[src/rtl/rename_stall_ctrl_if.sv]
`default_nettype none
// ---------------------------------------------------------------------------
// rename_stall_ctrl_if : decode->rename control bundle between front end and
//                        the rename stall controller.
// Revision: 1.0
// ---------------------------------------------------------------------------
interface rename_stall_ctrl_if #(
    parameter int FL_CNT_W = 7,
    parameter int CKPT_W   = 3
);
    logic                flush_i;
    logic                bundle_valid_i;
    logic [2:0]          dest_cnt_i;
    logic [2:0]          branch_cnt_i;
    logic                backend_stall_i;
    logic [2:0]          commit_free_cnt_i;
    logic [2:0]          ckpt_release_cnt_i;
    logic [FL_CNT_W-1:0] flush_free_cnt_i;
    logic                stall_o;
    logic                fire_o;
    logic [FL_CNT_W-1:0] free_cnt_o;
    logic [CKPT_W-1:0]   ckpt_free_o;
    logic [3:0]          stall_cause_o;
    logic                overflow_o;

    modport master (
        output flush_i, bundle_valid_i, dest_cnt_i, branch_cnt_i, backend_stall_i,
               commit_free_cnt_i, ckpt_release_cnt_i, flush_free_cnt_i,
        input  stall_o, fire_o, free_cnt_o, ckpt_free_o, stall_cause_o, overflow_o
    );

    modport slave (
        input  flush_i, bundle_valid_i, dest_cnt_i, branch_cnt_i, backend_stall_i,
               commit_free_cnt_i, ckpt_release_cnt_i, flush_free_cnt_i,
        output stall_o, fire_o, free_cnt_o, ckpt_free_o, stall_cause_o, overflow_o
    );
endinterface
`default_nettype wire

[src/rtl/rename_stall_ctrl.sv]
`default_nettype none
// ---------------------------------------------------------------------------
// rename_stall_ctrl : stall/fire control for the decode->rename register with
//                     free-list / checkpoint accounting and flush recovery.
// Revision: 1.0
// ---------------------------------------------------------------------------
module rename_stall_ctrl #(
    parameter int FREE_REGS      = 96,
    parameter int FL_CNT_W       = 7,
    parameter int BRANCH_CKPTS   = 4,
    parameter int CKPT_W         = 3,
    parameter int RECOVER_CYCLES = 2,
    parameter int RCV_W          = 2
) (
    input  wire                 clk,
    input  wire                 reset,
    rename_stall_ctrl_if.slave  bus
);
    typedef enum logic [0:0] {
        S_RUN     = 1'b0,
        S_RECOVER = 1'b1
    } state_t;

    localparam logic [FL_CNT_W:0] c_FREE_MAX = (FL_CNT_W+1)'(FREE_REGS);
    localparam logic [CKPT_W:0]   c_CKPT_MAX = (CKPT_W+1)'(BRANCH_CKPTS);

    state_t              r_state,    w_state_nxt;
    logic [FL_CNT_W-1:0] r_free_cnt, w_free_nxt;
    logic [CKPT_W-1:0]   r_ckpt,     w_ckpt_nxt;
    logic [RCV_W-1:0]    r_rcnt,     w_rcnt_nxt;
    logic                r_ovf,      w_ovf_nxt;

    logic                w_dest_short, w_ckpt_short, w_fire_ok, w_fire, w_stall;
    logic [3:0]          w_cause;
    logic [FL_CNT_W:0]   w_free_sum;
    logic [CKPT_W:0]     w_ckpt_sum;

    // Checks use registered counts only; same-cycle credits are not visible.
    always_comb begin
        w_dest_short = FL_CNT_W'(bus.dest_cnt_i) > r_free_cnt;
        w_ckpt_short = CKPT_W'(bus.branch_cnt_i) > r_ckpt;
        w_fire_ok    = (r_state == S_RUN) & bus.bundle_valid_i & ~bus.backend_stall_i
                       & ~w_dest_short & ~w_ckpt_short;
        w_fire       = w_fire_ok & ~bus.flush_i;
        w_stall      = (r_state == S_RECOVER) | (bus.bundle_valid_i & ~w_fire_ok);
        w_cause      = 4'b0000;
        if (r_state == S_RECOVER) begin
            w_cause = 4'b1000;
        end else if (w_stall) begin
            w_cause = {1'b0, w_ckpt_short, w_dest_short, bus.backend_stall_i};
        end
    end

    always_comb begin
        w_state_nxt = r_state;
        w_rcnt_nxt  = r_rcnt;
        w_ovf_nxt   = r_ovf;
        w_free_sum  = (FL_CNT_W+1)'(r_free_cnt) + (FL_CNT_W+1)'(bus.commit_free_cnt_i)
                      - (w_fire ? (FL_CNT_W+1)'(bus.dest_cnt_i) : '0);
        w_ckpt_sum  = (CKPT_W+1)'(r_ckpt);
        if (r_state == S_RUN) begin
            w_ckpt_sum = (CKPT_W+1)'(r_ckpt) + (CKPT_W+1)'(bus.ckpt_release_cnt_i)
                         - (w_fire ? (CKPT_W+1)'(bus.branch_cnt_i) : '0);
        end
        if (bus.flush_i) begin
            w_free_sum  = {1'b0, bus.flush_free_cnt_i};
            w_ckpt_sum  = c_CKPT_MAX;
            w_state_nxt = S_RECOVER;
            w_rcnt_nxt  = RCV_W'(RECOVER_CYCLES - 1);
        end else if (r_state == S_RECOVER) begin
            if (r_rcnt == '0) begin
                w_state_nxt = S_RUN;
            end else begin
                w_rcnt_nxt = r_rcnt - 1'b1;
            end
        end
        w_free_nxt = w_free_sum[FL_CNT_W-1:0];
        if (w_free_sum > c_FREE_MAX) begin
            w_free_nxt = c_FREE_MAX[FL_CNT_W-1:0];
            w_ovf_nxt  = 1'b1;
        end
        w_ckpt_nxt = w_ckpt_sum[CKPT_W-1:0];
        if (w_ckpt_sum > c_CKPT_MAX) begin
            w_ckpt_nxt = c_CKPT_MAX[CKPT_W-1:0];
            w_ovf_nxt  = 1'b1;
        end
    end

    always_ff @(posedge clk) begin
        if (reset) begin
            r_state    <= S_RUN;
            r_free_cnt <= FL_CNT_W'(FREE_REGS);
            r_ckpt     <= CKPT_W'(BRANCH_CKPTS);
            r_rcnt     <= '0;
            r_ovf      <= 1'b0;
        end else begin
            r_state    <= w_state_nxt;
            r_free_cnt <= w_free_nxt;
            r_ckpt     <= w_ckpt_nxt;
            r_rcnt     <= w_rcnt_nxt;
            r_ovf      <= w_ovf_nxt;
        end
    end

    assign bus.stall_o       = w_stall;
    assign bus.fire_o        = w_fire;
    assign bus.free_cnt_o    = r_free_cnt;
    assign bus.ckpt_free_o   = r_ckpt;
    assign bus.stall_cause_o = w_cause;
    assign bus.overflow_o    = r_ovf;
endmodule
`default_nettype wire
[src/flat_wrapper.sv]
// flat-port wrapper written by rule: the top's interface ports become plain ports
module rename_stall_ctrl_flat 
#(
    parameter int FREE_REGS      = 96,
    parameter int FL_CNT_W       = 7,
    parameter int BRANCH_CKPTS   = 4,
    parameter int CKPT_W         = 3,
    parameter int RECOVER_CYCLES = 2,
    parameter int RCV_W          = 2
)
  (clk, reset, bus_flush_i, bus_bundle_valid_i, bus_dest_cnt_i, bus_branch_cnt_i, bus_backend_stall_i, bus_commit_free_cnt_i, bus_ckpt_release_cnt_i, bus_flush_free_cnt_i, bus_stall_o, bus_fire_o, bus_free_cnt_o, bus_ckpt_free_o, bus_stall_cause_o, bus_overflow_o);
  rename_stall_ctrl_if #(.FL_CNT_W(FL_CNT_W), .CKPT_W(CKPT_W)) bus_i ();
  input  wire clk;
  input  wire reset;
  input wire logic [$bits(bus_i.flush_i)-1:0] bus_flush_i;
  input wire logic [$bits(bus_i.bundle_valid_i)-1:0] bus_bundle_valid_i;
  input wire logic [$bits(bus_i.dest_cnt_i)-1:0] bus_dest_cnt_i;
  input wire logic [$bits(bus_i.branch_cnt_i)-1:0] bus_branch_cnt_i;
  input wire logic [$bits(bus_i.backend_stall_i)-1:0] bus_backend_stall_i;
  input wire logic [$bits(bus_i.commit_free_cnt_i)-1:0] bus_commit_free_cnt_i;
  input wire logic [$bits(bus_i.ckpt_release_cnt_i)-1:0] bus_ckpt_release_cnt_i;
  input wire logic [$bits(bus_i.flush_free_cnt_i)-1:0] bus_flush_free_cnt_i;
  output wire logic [$bits(bus_i.stall_o)-1:0] bus_stall_o;
  output wire logic [$bits(bus_i.fire_o)-1:0] bus_fire_o;
  output wire logic [$bits(bus_i.free_cnt_o)-1:0] bus_free_cnt_o;
  output wire logic [$bits(bus_i.ckpt_free_o)-1:0] bus_ckpt_free_o;
  output wire logic [$bits(bus_i.stall_cause_o)-1:0] bus_stall_cause_o;
  output wire logic [$bits(bus_i.overflow_o)-1:0] bus_overflow_o;
  assign bus_i.flush_i = bus_flush_i;
  assign bus_i.bundle_valid_i = bus_bundle_valid_i;
  assign bus_i.dest_cnt_i = bus_dest_cnt_i;
  assign bus_i.branch_cnt_i = bus_branch_cnt_i;
  assign bus_i.backend_stall_i = bus_backend_stall_i;
  assign bus_i.commit_free_cnt_i = bus_commit_free_cnt_i;
  assign bus_i.ckpt_release_cnt_i = bus_ckpt_release_cnt_i;
  assign bus_i.flush_free_cnt_i = bus_flush_free_cnt_i;
  assign bus_stall_o = bus_i.stall_o;
  assign bus_fire_o = bus_i.fire_o;
  assign bus_free_cnt_o = bus_i.free_cnt_o;
  assign bus_ckpt_free_o = bus_i.ckpt_free_o;
  assign bus_stall_cause_o = bus_i.stall_cause_o;
  assign bus_overflow_o = bus_i.overflow_o;
  rename_stall_ctrl #(.FREE_REGS(FREE_REGS), .FL_CNT_W(FL_CNT_W), .BRANCH_CKPTS(BRANCH_CKPTS), .CKPT_W(CKPT_W), .RECOVER_CYCLES(RECOVER_CYCLES), .RCV_W(RCV_W)) u_core (.clk(clk), .reset(reset), .bus(bus_i));
endmodule
[config.mk]
export PLATFORM = sky130hd
export DESIGN_NAME = rename_stall_ctrl_flat
export DESIGN_NICKNAME = d
export VERILOG_FILES = /design/src/rtl/rename_stall_ctrl_if.sv /design/src/rtl/rename_stall_ctrl.sv /design/src/flat_wrapper.sv
export SDC_FILE = /design/constraint.sdc
export NUM_CORES = 1
export LEC_CHECK = 0
export BUFFER_PORTS_ARGS = -buffer_cell sky130_fd_sc_hd__buf_4
export CORE_ASPECT_RATIO = 1.4
export CORE_UTILIZATION = 55
export CTS_CLUSTER_DIAMETER = 100
export DETAILED_ROUTE_END_ITERATION = 10
export GPL_TIMING_DRIVEN = 0
export PLACE_DENSITY = 0.85
export SYNTH_ARGS = -nofsm -noshare
export SYNTH_HDL_FRONTEND = slang
export SYNTH_SLANG_ARGS = --single-unit
[constraint.sdc]
create_clock -name clk -period 9.2 [get_ports clk]
set_input_delay 0 -clock clk [delete_from_list [all_inputs] [get_ports clk]]
set_output_delay 0 -clock clk [all_outputs]
set_load 0.02 [all_outputs]
==> reports/metrics.yaml, run 1 <==
start_util_pct: 58.3
grt.total_usage_pct: 27.0
placed_area_mm2: 0.00188
tns_ns: 0
fillerInstances: 225
nets: 297
drc: 0
wl_met1_um: 1390
clk_pin_slew_worst_paths_ns: 0.09
synth_nets: 245
netlist_instances: 193
grt_start_max_net_pins: 11
final_common_cell: "buf_4"
mostFrequentLayoutCells: "buf_4 (41), inv_1 (38), nor2_1 (27), ha_1 (22), dfxtp_1 (14)"
placedCellCount: 268
skew_ns: 0.00343
vias_per_cell: 5.24
synth_cell_types: 48
arrival_ns: 4.64
drt_iter0_drc: 18
rsz0062_at_grt: "no"
via_count: 1467
gp_congestion: 0.794
async_flop_share_pct: 0
hold_class: "in -> reg"
clkSinkCount: 14
overflow: 0
area_delta_synth_final_pct: 29.5
critical_path_class: "reg -> reg"
core_area_mm2: 0.00264
synth-seq-area-share_pct: 18.2
powerDensity_mw_per_mm2: 228
crit_required_ns: 9.38
place_hpwl_um: 2860
yosysWarnings: 0
setup_violations: 0
cts_tree: "built"
grt_pass1_wl_um: 6040
antenna_left: 0
period_needed_ns: 4.46
fmax_mhz: 224
max-slew-margin-rel_pct: 73.2
top_layer: "met4"
instances_no_fill: 280
worstMarginPinSlew_ns: 0.402
worstReg2RegStart: "u_core.bus.free_cnt_o[1]$_SDFF_PP0_"
grt_pass1_vias: 1451
leakage_nw: 1.01
placementRows: 22
cts_hold_buf: 8
ios: 41
avgSynthCellArea_um2: 7.98
synth_ff_type: "dfxtp_1"
wl_per_cell_um: 12.8
num_antenna_cells: 0
yosys_register_bits: 14
cts.htree.levels: 1
wl_met3_um: 84
drv_cap: 0
clockBufferDepth: 2
crit_path_max_fanout: 5
cp-start-kind: "flip-flop"
drt_pass1_iterations: 4
drive_above_1_share_pct: 23.0
cts-buffers-inserted: 3
hold_viol: 0
fp.dieW_um: 46.7
synthesis.area_mm2: 0.00154
postCtsSetupBuffers: 0
wl_um: 3570
clock_latency_ns: 0.29
dieHeight_um: 64.6
final-max-slew-violation-count: 0
cts_root_buf: "clkbuf_4"
wl_met2_um: 2040
stdcell_area_mm2: 0.00199
cts_resized: 0
hp-start: "bus_commit_free_cnt_i[0]"
finalPower_mw: 0.454
period_share_pct: 48.5
antenna_found_initial: 0
die_area_mm2: 0.00302
cp-end-kind: "flip-flop"
io_buffers: 39
synth_edf_count: 0
final_util_pct: 75.5
worst_ir_drop_vdd_v: 0.000170
startpoint: "u_core.bus.free_cnt_o[1]$_SDFF_PP0_"
status: "complete, no violations"
-- power breakdown --
group	internal (mW)	switching [mW]	total (mW)
logic	0.140	0.179	0.319
registers	0.0769	0.0132	0.0901
clock network	0.0241	0.0210	0.0451
total	0.241	0.213	0.454
-- worst paths after layout --
kind | to | slack (ns) | cells after the start
max | u_core.bus.free_cnt_o[5]$_SDFF_PP1_ | 4.74 | 17
min | u_core.bus.free_cnt_o[0]$_SDFF_PP0_ | 0.11 | 4
max reg2reg | u_core.bus.free_cnt_o[5]$_SDFF_PP1_ | 4.74 | 17
min reg2reg | u_core.bus.ckpt_free_o[1]$_SDFF_PP0_ | 0.52 | 2
-- cells in the mapped netlist, drive strengths merged, types with 2 or more instances --
library cell	instances	area (um^2)
nand2	9	33.8
nor2b	5	31.3
ha	22	275
a211o	2	17.5
inv	38	143
and3b	2	17.5
o211ai	3	27.5
nand2b	4	27.5
a311oi	2	23.8
buf	4	25.0
nor3	2	15.0
a211oi	3	40.0
nor2	27	101
a21oi	8	40.0
o21ai	7	38.8
dfxtp	14	280
mux2i	4	40.0
nor4	2	12.5
a21o	3	22.5
fa	6	120
and2	4	25.0
xnor2	4	35.0
-- worst max-delay path, cell delays in order (launching register included) --
cell,delay (ns)
dfxtp_1,0.34
inv_1,0.08
ha_1,0.31
nor2b_1,0.13
o21ai_0,0.17
nand2b_1,0.10
a211o_1,0.32
nor3_2,0.31
and2_1,0.19
fa_1,0.40
inv_1,0.11
ha_1,0.25
a211oi_2,0.27
o311a_1,0.29
a211oi_1,0.13
a211oi_4,0.30
nand2_1,0.08
dlygate4sd3_1,0.56
-- layout make-up --
type | instances | area (um^2) | share of cell area [%]
multi-input cells | 136 | 1090 | 54.6
repair buffers | 47 | 373 | 18.7
flip-flops and latches | 14 | 280 | 14.1
inverters | 38 | 143 | 7.15
well taps | 36 | 45.0 | 2.26
clock buffers | 4 | 36.3 | 1.82
plain buffers | 5 | 28.8 | 1.44
-- registers in the layout, indices dropped and copies added (netlist names) --
signal                  count
u_core.bus.free_cnt_o       7
u_core.bus.ckpt_free_o      3
u_core.r_rcnt               2
u_core.bus.overflow_o       1
u_core.r_state              1
-- stage by stage --
step,hold WS (ns),setup slack [ns]
after floorplan,0.0691,5.17
after global placement,0.231,5.12
after detailed placement,0.233,5.10
after CTS,0.0965,4.77
after global routing,0.134,4.45
final,0.107,4.74
-- cells by family (layout without fill, tap and decap cells) --
group | Yosys count | count (layout) | share of synthesized area [%]
multiplexers | 4 | 4 | 2.60
flip-flops | 14 | 14 | 18.2
XOR/XNOR | 5 | 5 | 2.84
adder cells (fa/ha/maj) | 28 | 28 | 25.7
AND/OR/NAND/NOR | 63 | 63 | 21.4
AO/OA/AOI/OAI | 36 | 36 | 18.1
buffers and inverters | 43 | 94 | 11.1
-- layer usage --
| metal | vias to the layer above | GRT usage (%) |
|---|---|---|
| met5 | - | 0 |
| met4 | 0 | 10.0 |
| met3 | 6 | 2.79 |
| met2 | 30 | 50.2 |
| met1 | 689 | 29.4 |
| li1 | 742 | - |
No activity file was read; power rests on OpenSTA's default activity.
==> inputs of run 2 (changes only) <==
--- a/config.mk
+++ b/config.mk
@@ -5,13 +5,14 @@
 export SDC_FILE = /design/constraint.sdc
 export NUM_CORES = 1
 export LEC_CHECK = 0
+export ABC_AREA = 1
 export BUFFER_PORTS_ARGS = -buffer_cell sky130_fd_sc_hd__buf_4
 export CORE_ASPECT_RATIO = 1.4
-export CORE_UTILIZATION = 55
+export CORE_UTILIZATION = 48
 export CTS_CLUSTER_DIAMETER = 100
 export DETAILED_ROUTE_END_ITERATION = 10
 export GPL_TIMING_DRIVEN = 0
-export PLACE_DENSITY = 0.85
+export PLACE_DENSITY = 0.79
 export SYNTH_ARGS = -nofsm -noshare
 export SYNTH_HDL_FRONTEND = slang
 export SYNTH_SLANG_ARGS = --single-unit
==> constraint.sdc (replaced) <==
create_clock -name clk -period 3.9 [get_ports clk]
set_input_delay 0 -clock clk [delete_from_list [all_inputs] [get_ports clk]]
set_output_delay 0 -clock clk [all_outputs]
set_load 0.02 [all_outputs]
==> reports/metrics.yaml, run 2 <==
status: "complete, no violations"
clockBufferDepth: 2  # unchanged
grt_pass1_wl_um: 5510  # -8.8%
clk_pin_slew_worst_paths_ns: 0.05  # -0.04 ns
synth_ff_type: "dfxtp_1"
cp-start-kind: "flip-flop"
fmax_mhz: 278  # +24%
wl_um: 3300  # -7.5%
dieHeight_um: 68.7  # +6.4%
placementRows: 23  # +4.5%
via_count: 1514  # +3.2%
hold_viol: 0  # unchanged
ys_top_cells_by_count: "inv_1 (48), nand2_1 (45), nor2_1 (23)"
wl_per_cell_um: 10.6  # -17%
netlist_instances: 227  # +18%
top_layer: "met4"
finalPower_mw: 1.12  # +150%
cts_root_buf: "clkbuf_8"
worst_hold_slack_ns: 0.0166  # -0.0903 ns
drive_above_1_share_pct: 24.8  # +1.9 points
drt_iter0_drc: 27  # +9
worst_ir_drop_vdd_v: 0.000425  # +150%
synthesis.area_mm2: 0.00153  # -0.89%
num_antenna_cells: 0  # unchanged
area_delta_synth_final_pct: 28.0
crit_path_max_fanout: 5  # unchanged
ios: 41  # unchanged
skew_ns: 0.00108  # -0.00235 ns
final_common_cell: "inv_1"
wl_met2_um: 1650  # -19%
gp_congestion: 0.791  # -0.30%
wl_met1_um: 1430  # +3.2%
synth_edf_count: 0  # unchanged
synth_top_area_cell: "dfxtp_1"
fp.dieW_um: 49.7  # +6.3%
start_util_pct: 52.0  # -6.3 points
yosys.area.top_type_share_pct: 18.4  # +0.16 points
hold_class: "in -> reg"
cts_tree: "built"
nets: 328  # +10%
grt_start_max_net_pins: 11  # unchanged
period_share_pct: 92.4  # +44 points
cp-end-kind: "flip-flop"
tns_ns: 0  # unchanged
largest_reg_flops: 7  # unchanged
die_area_mm2: 0.00341  # +13%
period_needed_ns: 3.60  # -0.858 ns
yosysWarnings: 0  # unchanged
placed_area_mm2: 0.00187  # -0.27%
clkSinkCount: 14  # unchanged
overflow: 0  # unchanged
cts.htree.levels: 1  # unchanged
critical_path_class: "reg -> reg"
mostFrequentLayoutCells: "inv_1 (48), nand2_1 (45), buf_4 (45), nor2_1 (23), ha_1 (22)"
synth_most_common_cell: "inv_1"
clock_latency_ns: 0.25  # -0.04 ns
powerDensity_mw_per_mm2: 571  # +150%
drv_cap: 0  # unchanged
setup_ws_ns: 0.297  # -4.44 ns
synth-seq-area-share_pct: 18.4  # +0.16 points
grt.total_usage_pct: 20.8  # -6.2 points
place_ws_ns: 0.304  # -4.80 ns
startpoint: "u_core.bus.free_cnt_o[2]$_SDFF_PP0_"
synth_cell_types: 25  # -48%
max-slew-margin-rel_pct: 83.3  # +10 points
async_flop_share_pct: 0  # unchanged
grt_pass1_vias: 1371  # -5.5%
antenna_found_initial: 0  # unchanged
core_area_mm2: 0.00294  # +11%
final-max-slew-violation-count: 0  # unchanged
instances_no_fill: 311  # +11%
hp-start: "bus_flush_free_cnt_i[2]"
worstMarginPinSlew_ns: 0.248  # -0.154 ns
stdcell_area_mm2: 0.00195  # -2.1%
synth_nets: 279  # +14%
vias_per_cell: 4.87  # -7.1%
synth_top_cells_by_area: "dfxtp_1 (18%), ha_1 (18%), inv_1 (12%)"
wl_met3_um: 151  # +80%
cts-buffers-inserted: 3  # unchanged
placedCellCount: 304  # +13%
drc: 0  # unchanged
yosys_register_bits: 14  # unchanged
place_hpwl_um: 2770  # -3.0%
io_buffers: 40  # +2.6%
antenna_left: 0  # unchanged
crit_required_ns: 4.04  # -5.34 ns
final_util_pct: 66.5  # -8.9 points
leakage_nw: 1.11  # +9.4%
avgSynthCellArea_um2: 6.72  # -16%
worstReg2RegStart: "u_core.bus.free_cnt_o[2]$_SDFF_PP0_"
arrival_ns: 3.74  # -0.90 ns
setup_violations: 0  # unchanged
drt_pass1_iterations: 4  # unchanged
[run 2: changes by cell type in the layout (fill, tap and decap cells not counted), sizes merged, moves of 5 or more]
cell         change
nand3           +20
dlygate4sd3      -7
nand2           +39
nor2b            -5
inv             +16
a21oi            +5
[run 2: area by class of cell]
cell class              count  area [um^2]
fillers                   292          982
well taps                  37         46.3
repair buffers             44          333
flip-flops and latches     14          280
inverters                  55          206
multi-input cells         155         1020
plain buffers               3         26.3
clock buffers               3         41.3
[run 2: what timing repair did]
| item | 4_1_cts | 5_1_grt |
|---|---|---|
| setup buffers | 0 | 3 |
| hold buffers | 1 | 0 |
| gates resized for setup | 0 | 1 |
| setup endpoints to repair | 0 | 7 |
| hold endpoints to repair | 4 | 0 |
[run 2: cell families (layout without fill, tap and decap cells)]
group | count (synthesis) | count (layout) | synth area share (%)
simple gates | 101 | 101 | 30.3
fa+ha+maj | 28 | 28 | 25.9
buf+inv | 58 | 105 | 15.2
xor+xnor | 2 | 2 | 1.15
compound gates | 24 | 24 | 9.02
flops | 14 | 14 | 18.4
[run 2: worst paths after layout]
check,to,slack [ns],cells past startpoint
setup reg to reg,u_core.bus.ckpt_free_o[2]$_SDFF_PP1_,0.30,20
hold reg to reg,u_core.r_rcnt[0]$_SDFFE_PP0P_,0.47,2
setup / recovery,u_core.bus.ckpt_free_o[2]$_SDFF_PP1_,0.30,20
hold / removal,u_core.bus.free_cnt_o[2]$_SDFF_PP0_,0.02,3
[run 2: report_power, final]
| part | leakage, nW | switching [mW] | total, mW | internal [mW] |
|---|---|---|---|---|
| combinational | 0.971 | 0.471 | 0.786 | 0.315 |
| sequential | 0.115 | 0.0297 | 0.211 | 0.182 |
| clock | 0.0216 | 0.0503 | 0.119 | 0.0685 |
| total | 1.11 | 0.551 | 1.12 | 0.565 |
[run 2: routing by layer]
metal,vias to the layer above,GRT usage [%]
li1,807,-
met1,654,24.0
met2,44,38.7
met3,9,2.85
met4,0,8.21
met5,-,0
[run 2: critical path, stage by stage, from the launching register on]
cell,delay (ns)
dfxtp_1,0.32
inv_1,0.07
ha_1,0.31
a21oi_1,0.13
o21ai_0,0.12
o2111ai_2,0.12
nand4_1,0.27
buf_4,0.23
buf_4,0.12
nor2_1,0.09
ha_1,0.23
inv_1,0.05
ha_1,0.15
inv_1,0.06
fa_1,0.49
a21oi_1,0.07
o21ai_1,0.11
nand2_1,0.08
nand2_1,0.09
nand3_1,0.13
or2_1,0.24
